--- src/rtl/dff_pipe_pkg.sv ---
// Shared constants and helpers for the dff_pipe elastic register pipeline.
// Optional parity tracking is enabled with DFF_PIPE_PARITY_EN.
package dff_pipe_pkg;

    localparam int DFLT_WIDTH = 8;
    localparam int DFLT_DEPTH = 4;

    localparam int STAGE_FIRST = 0;

    function automatic int cnt_width(input int depth);
        return $clog2(depth + 1);
    endfunction

endpackage

--- src/rtl/dff_pipe_stage.sv ---
// One pipeline stage: valid bit, data register and optional parity bit.
// Parity storage exists only when DFF_PIPE_PARITY_EN is defined.
module dff_pipe_stage
    import dff_pipe_pkg::*;
#(
    parameter int WIDTH = DFLT_WIDTH
) (
    input  logic             clk,
    input  logic             rst_n,
    input  logic             flush_i,
    input  logic             load_i,
    input  logic             up_valid_i,
    input  logic [WIDTH-1:0] up_data_i,
    input  logic             up_par_i,
    output logic             v_o,
    output logic [WIDTH-1:0] d_o,
    output logic             p_o
);

    logic             v_q, v_d;
    logic [WIDTH-1:0] d_q, d_d;

    always_comb begin
        v_d = v_q;
        d_d = d_q;
        if (flush_i) begin
            v_d = 1'b0;
        end else if (load_i) begin
            v_d = up_valid_i;
        end
        // data is never cleared by flush; only the valid bit drops
        if (load_i && up_valid_i) begin
            d_d = up_data_i;
        end
    end

    always_ff @(posedge clk or negedge rst_n) begin
        if (!rst_n) begin
            v_q <= 1'b0;
            d_q <= '0;
        end else begin
            v_q <= v_d;
            d_q <= d_d;
        end
    end

    assign v_o = v_q;
    assign d_o = d_q;

`ifdef DFF_PIPE_PARITY_EN
    logic p_q, p_d;

    always_comb begin
        p_d = p_q;
        if (load_i && up_valid_i) begin
            p_d = up_par_i;
        end
    end

    always_ff @(posedge clk or negedge rst_n) begin
        if (!rst_n) begin
            p_q <= 1'b0;
        end else begin
            p_q <= p_d;
        end
    end

    assign p_o = p_q;
`else
    logic unused_par;
    assign unused_par = up_par_i;
    assign p_o        = 1'b0;
`endif

endmodule

--- src/rtl/dff_pipe.sv ---
// WIDTH-bit, DEPTH-stage elastic register pipeline with valid/ready flow.
// Define DFF_PIPE_PARITY_EN to carry a parity bit and flag output errors.
module dff_pipe
    import dff_pipe_pkg::*;
#(
    parameter int WIDTH = DFLT_WIDTH,
    parameter int DEPTH = DFLT_DEPTH,
    parameter int CNT_W = cnt_width(DEPTH)
) (
    input  logic             clk,
    input  logic             reset,
    input  logic             flush,
    input  logic             in_valid,
    output logic             in_ready,
    input  logic [WIDTH-1:0] in_data,
    output logic             out_valid,
    input  logic             out_ready,
    output logic [WIDTH-1:0] out_data,
    output logic [CNT_W-1:0] count,
    output logic             parity_err
);

    logic [DEPTH-1:0] v;
    logic [WIDTH-1:0] d [DEPTH];
    logic [DEPTH-1:0] p;
    logic [DEPTH:0]   rdy;

    logic             head_v;
    logic             head_p;
    logic             in_xfer;
    logic             out_xfer;
    logic [CNT_W-1:0] count_q, count_d;

    // a stage can take a beat if it is empty or its successor moves
    always_comb begin
        rdy        = '0;
        rdy[DEPTH] = out_ready;
        for (int i = DEPTH - 1; i >= 0; i--) begin
            rdy[i] = ~v[i] | rdy[i+1];
        end
    end

    assign head_v   = in_valid & ~flush;
    assign in_ready = rdy[0] & ~flush;

    assign out_valid = v[DEPTH-1];
    assign out_data  = d[DEPTH-1];

`ifdef DFF_PIPE_PARITY_EN
    assign head_p     = ^in_data;
    assign parity_err = out_valid & ((^out_data) != p[DEPTH-1]);
`else
    logic unused_p;
    assign head_p     = 1'b0;
    assign parity_err = 1'b0;
    assign unused_p   = ^p;
`endif

    for (genvar i = 0; i < DEPTH; i++) begin : g_stage
        logic             up_v;
        logic [WIDTH-1:0] up_d;
        logic             up_p;

        if (i == STAGE_FIRST) begin : g_head
            assign up_v = head_v;
            assign up_d = in_data;
            assign up_p = head_p;
        end else begin : g_body
            assign up_v = v[i-1];
            assign up_d = d[i-1];
            assign up_p = p[i-1];
        end

        dff_pipe_stage #(
            .WIDTH(WIDTH)
        ) u_stage (
            .clk       (clk),
            .rst_n     (reset),
            .flush_i   (flush),
            .load_i    (rdy[i]),
            .up_valid_i(up_v),
            .up_data_i (up_d),
            .up_par_i  (up_p),
            .v_o       (v[i]),
            .d_o       (d[i]),
            .p_o       (p[i])
        );
    end

    assign in_xfer  = in_valid & in_ready;
    assign out_xfer = out_valid & out_ready;

    always_comb begin
        count_d = count_q + CNT_W'(in_xfer) - CNT_W'(out_xfer);
        if (flush) begin
            count_d = '0;
        end
    end

    always_ff @(posedge clk or negedge reset) begin
        if (!reset) begin
            count_q <= '0;
        end else begin
            count_q <= count_d;
        end
    end

    assign count = count_q;

endmodule

--- config.mk ---
export PLATFORM = sky130hd
export DESIGN_NAME = dff_pipe
export DESIGN_NICKNAME = d
export VERILOG_FILES = /design/src/rtl/dff_pipe_pkg.sv /design/src/rtl/dff_pipe_stage.sv /design/src/rtl/dff_pipe.sv
export SDC_FILE = /design/constraint.sdc
export NUM_CORES = 1
export LEC_CHECK = 0
export ABC_AREA = 0
export CAP_MARGIN = 20
export CORE_UTILIZATION = 39
export CTS_CLUSTER_DIAMETER = 40
export DETAILED_ROUTE_END_ITERATION = 12
export GPL_TIMING_DRIVEN = 0
export PLACE_DENSITY = 0.62
export SYNTH_ARGS = -nofsm -noshare
export SYNTH_HDL_FRONTEND = slang
export SYNTH_SLANG_ARGS = --single-unit
--- constraint.sdc ---
create_clock -name clk -period 6.4 [get_ports clk]
set_input_delay 0.96 -clock clk [delete_from_list [all_inputs] [get_ports clk]]
set_output_delay 0.96 -clock clk [all_outputs]
set_load 0.01 [all_outputs]
======== Yosys cells after proc, flatten, opt, wreduce, memory -nomap -nowiden ========
Cells that the tools add are included.
operators by class
  add/sub/neg operators ................... 2
  multiplexer cells ....................... 9
  bitwise logic cells ..................... 13
  reductions and logical operators ........ 8
operators with widths
  kind                 number
  $mux W1              8
  $reduce_bool A2 Y1   4
  $not A1 Y1           5
  $and A1 B1 Y1        4
  $logic_and A1 B1 Y1  4
  $or A1 B1 Y1         4
  $add A3 B1 Y3        1
  $mux W3              1
  $sub A3 B1 Y3        1
word-level totals
  register bits ........................... 39
  input port bits ......................... 13
  output and inout port bits .............. 14

======== Depth between registers and ports, before layout ========
Gate-level depths: netlist of the first run.
  depth in word-level cells ............... 10
  gate-level depth with buffers ........... 11
  depth with buffers taken out ............ 10

======== Modules after synthesis ========
A second synthesis of the first run with hierarchy kept.
unflattened totals
  cell total of the unflattened synthesis .. 112
  area, all modules ....................... 1760.4 µm²
modules (own cells, without submodules)
  module          instances  cells each  area each (µm²)
  dff_pipe_stage  4          22          381.6
  dff_pipe        1          24          234.0

======== Worst setup path before layout of the first run ========
No wires, ideal clock.
  kind .................................... input -> register
  start point ............................. input flush
  end point ............................... register count_q[2] (netlist: count[2])
  setup time .............................. 0.130 ns
  arrival time ............................ 2.637 ns
  required time ........................... 6.270 ns
  setup slack ............................. 3.634 ns
  cell stages on the path ................. 11
  cell sequence ........................... clkbuf_1 > nand2b_1 > a21oi_4 > inv_1 > ha_1 > inv_1 > ha_1 > inv_1 > fa_1 > xnor2_1 > nor2_1
on the way
  cells in the longest elaborated chain, start to end .. 6
ends and longest elaborated chain
  what                  RTL line         RTL
  from (decl)           dff_pipe.sv:12   input logic flush,
  $not A1 Y1            dff_pipe.sv:44   assign in_ready = rdy[0] & ~flush;
  $and A1 B1 Y1         dff_pipe.sv:44
  $and A1 B1 Y1         dff_pipe.sv:90   assign in_xfer = in_valid & in_ready;
  $add A3 B1 Y3         dff_pipe.sv:94   count_d = count_q + CNT_W'(in_xfer) - CNT_W'(out_xfer);
  $sub A3 B1 Y3         dff_pipe.sv:94
  $mux W3 (*)           dff_pipe.sv:95   if (flush) begin
  via count_d[2]        dff_pipe.sv:32   logic [CNT_W-1:0] count_q, count_d;
  to (signal assigned)  dff_pipe.sv:104  count_q <= count_d;
  to (decl)             dff_pipe.sv:32
Mark *: on every way through the listed nets, which the timed path passes. The rest lies on a longest branch.
A chain may end at the register's enable or synchronous reset.

======== Worst setup path after layout of the first run ========
  start point ............................. input out_ready
  end point ............................... output in_ready
on the way
  cells in the longest elaborated chain, start to end .. 5
ends and longest elaborated chain
  what                        RTL line        RTL
  from (decl)                 dff_pipe.sv:17  input logic out_ready,
  $or A1 B1 Y1 (4 in series)  dff_pipe.sv:39  rdy[i] = ~v[i] | rdy[i+1];
  $and A1 B1 Y1               dff_pipe.sv:44
  to (decl)                   dff_pipe.sv:14  output logic in_ready,
No other way between the ends.

==> out/metrics.cfg, run 1 <==
[outcome]
run_status = finished, final reports clean

[power]
max-vdd-ir-drop_v = 0.000151
combPwrFrac = 0.227
p_int_w = 0.000551
swShare = 0.235
power.density_mw_per_mm2 = 357
p_leak_nw = 0.917
seqPwrFrac = 0.482
power.switching_w = 0.000169
clock_power_share = 0.291

[critical_path]
endpoint_kind = output pin
crit_path_start_kind = primary input
crit_path_max_fanout = 5
critPathKind = in2out
worstPathArrival_ns = 2.52
worstPathRequired_ns = 5.44

[placement]
place_congestion = 0.704
place_inst = 178
hpwl_um = 1740
port_buffers = 24

[global_routing]
grt-ovfl-total = 0
grt_usage = 0.134
grt_pass1_vias = 906
grt_first_pass_wirelength_um = 4330
grt_antenna_before_repair = 0
grt_max_degree = 40

[synth]
synth_most_common_cell = dfrtp_1
ys_types = 22
ys.warnings.count = 0
netlist_area_mm2 = 0.00161
ys_dominant_reg_cell = dfrtp_1
synth_nets = 122
synth_edf_count = 0
synthCells = 106
synth_area_leaders = dfrtp_1, mux2_2, mux2_4
synth_area_leader_cell = dfrtp_1
synth_area_per_cell_um2 = 15.2
synth_seq_cells = 39
synth.top_cell.area_share = 0.607
synth_commonest_cells = dfrtp_1, mux2_2, mux2_4
ys_seq_area_frac = 0.607
async_flop_share = 1.00

[floorplan]
fp.coreArea_mm2 = 0.00380
die_h_um = 66.2
rows = 22
initial_utilization = 0.423
io_pins = 27
die_area_mm2 = 0.00438
die_w_um = 66.2

[layout]
syn2layout_area_growth_pct = 25.7
instances_no_fill = 186
final_util = 0.532
finalNetCount = 153
diodes = 0
drive_gt1_frac = 0.341

[drt]
drtIter0Drc = 46
routed_wl_um = 2420
viasPerCell = 4.63
vias = 861
dr.pass1.iters = 4
ant_nets = 0
drc = 0
wire_per_inst_um = 13.0

[cts]
htreeDepth = 2
cts_num_sinks = 39
cts.path.max_buffers = 2
ctsHoldBuffers = 0
clk_latency_ns = 0.28
cts_buffers = 5
cts_resized = 0
cts_setup_buffers = 0
cts-root-buf = clkbuf_8
cts_tree = yes
path_clk_slew_ns = 0.07

[sta]
fin_crit_sh = 0.544
finClkSkew_ns = 0.00478
setup_viol = 0
fmax_mhz = 287
fin_crit_ns = 3.48
relSlewSlack = 0.432
rsz0062_at_grt = no
tightest_slew_ns = 0.852
slew_violations = 0
setup_tns_ns = 0
hold_viol = 0

[job]
cap_viol_max_count = 0

[hold_path]
min_path_type = reg2reg

## registers in the layout, indices dropped and copies added (netlist names)
| signal | count |
|---|---|
| g_stage.u_stage.d_o | 32 |
| g_stage.u_stage.v_o | 4 |
| count | 3 |
## path summary, 6_finish.rpt
check,startpoint,to,slack [ns],depth (start not counted)
max,out_ready,in_ready,2.92,5
min,g_stage[3].u_stage.d_o[3],g_stage[3].u_stage.d_o[3],0.51,1
max reg2reg,g_stage[3].u_stage.v_o,count[2],4.06,11
min reg2reg,g_stage[3].u_stage.d_o[3],g_stage[3].u_stage.d_o[3],0.51,1
max in group asynchronous,reset,g_stage[1].u_stage.v_o,5.08,1
min in group asynchronous,reset,g_stage[3].u_stage.v_o,0.78,1
## routing by layer
layer | GRT usage | routed length, um | part of all wire
met1 | 0.178 | 1200 | 0.50
met2 | 0.195 | 1100 | 0.45
met3 | 0.0466 | 90 | 0.037
met4 | 0.0638 | 27 | 0.011
met5 | 0 | 0 | 0
## worst max-delay path, stage by stage
cell             delay (ns)
clkdlybuf4s50_1        0.53
and4b_1                0.23
buf_6                  0.13
a21oi_1                0.13
clkdlybuf4s50_1        0.55
## power by group through the flow
stage,logic (W),clock network (W),registers (W)
floorplan,0.0000773,0,0.000357
finish,0.000164,0.000209,0.000348
CTS,0.000166,0.000217,0.000349
detailed placement,0.000166,0,0.000355
global placement,0.000161,0,0.000350
global route,0.000178,0.000227,0.000357
## cell families after synthesis
family                     share of synthesized area
DFF                                            0.607
muxes                                          0.243
and+or+nand+nor                               0.0459
buffers and inverters                         0.0350
AOI/OAI and AO/OA                             0.0280
adders and majority gates                     0.0280
xor gates and xnor gates                      0.0109
other                                        0.00233
## metrics by stage
step / hold WS [ns] / total power [W] / cell area, um2 / setup WS [ns]
finish: 0.506 / 0.000721 / 2020 / 2.92
global route: 0.529 / 0.000761 / 2020 / 2.86
CTS: 0.511 / 0.000732 / 2020 / 2.91
detailed placement: 0.492 / 0.000520 / 1900 / 2.92
global placement: 0.486 / 0.000511 / 1910 / 2.93
floorplan: 0.475 / 0.000435 / 1610 / 3.63
## area by class of cell
type	instances	area, um2
buffer	4	33.8
clock buffer	6	82.6
clock inverter	2	35.0
fill	323	1780
inverter	6	22.5
multi-input combinational	57	576
sequential	39	976
tap	48	60.1
timing repair buffer	24	235
## cell usage in the layout (no fill, tap or decap), drive strengths merged, types with 2 or more instances in the layout
cell,n
dfrtp,39
mux2,32
clkdlybuf4s50,23
nor2,7
clkbuf,7
inv,6
a21oi,5
buf,4
ha,2
nand2b,2
(Power assumes the default switching activity.)
==> inputs of run 2 (changes only) <==
Clock period 6.4 ns to 3.55 ns, I/O delays scaled along.
==> results of run 2 <==
Same layout as run 1 (identical final DEF). Status: finished, final reports clean.
Among the figures that moved: setup slack after placement 2.92 ns -> 0.530 ns; clock-pin slew on the worst setup and hold paths 0.07 ns -> 0.08 ns; setup slack after layout 2.92 ns -> 0.826 ns; hold slack 0.506 ns -> 0.356 ns; end point of the critical path in_ready -> count[2]; register-to-register setup slack 4.06 ns -> 1.21 ns; total power 0.000721 W -> 0.00130 W; worst IR drop on VDD 0.000151 V -> 0.000273 V
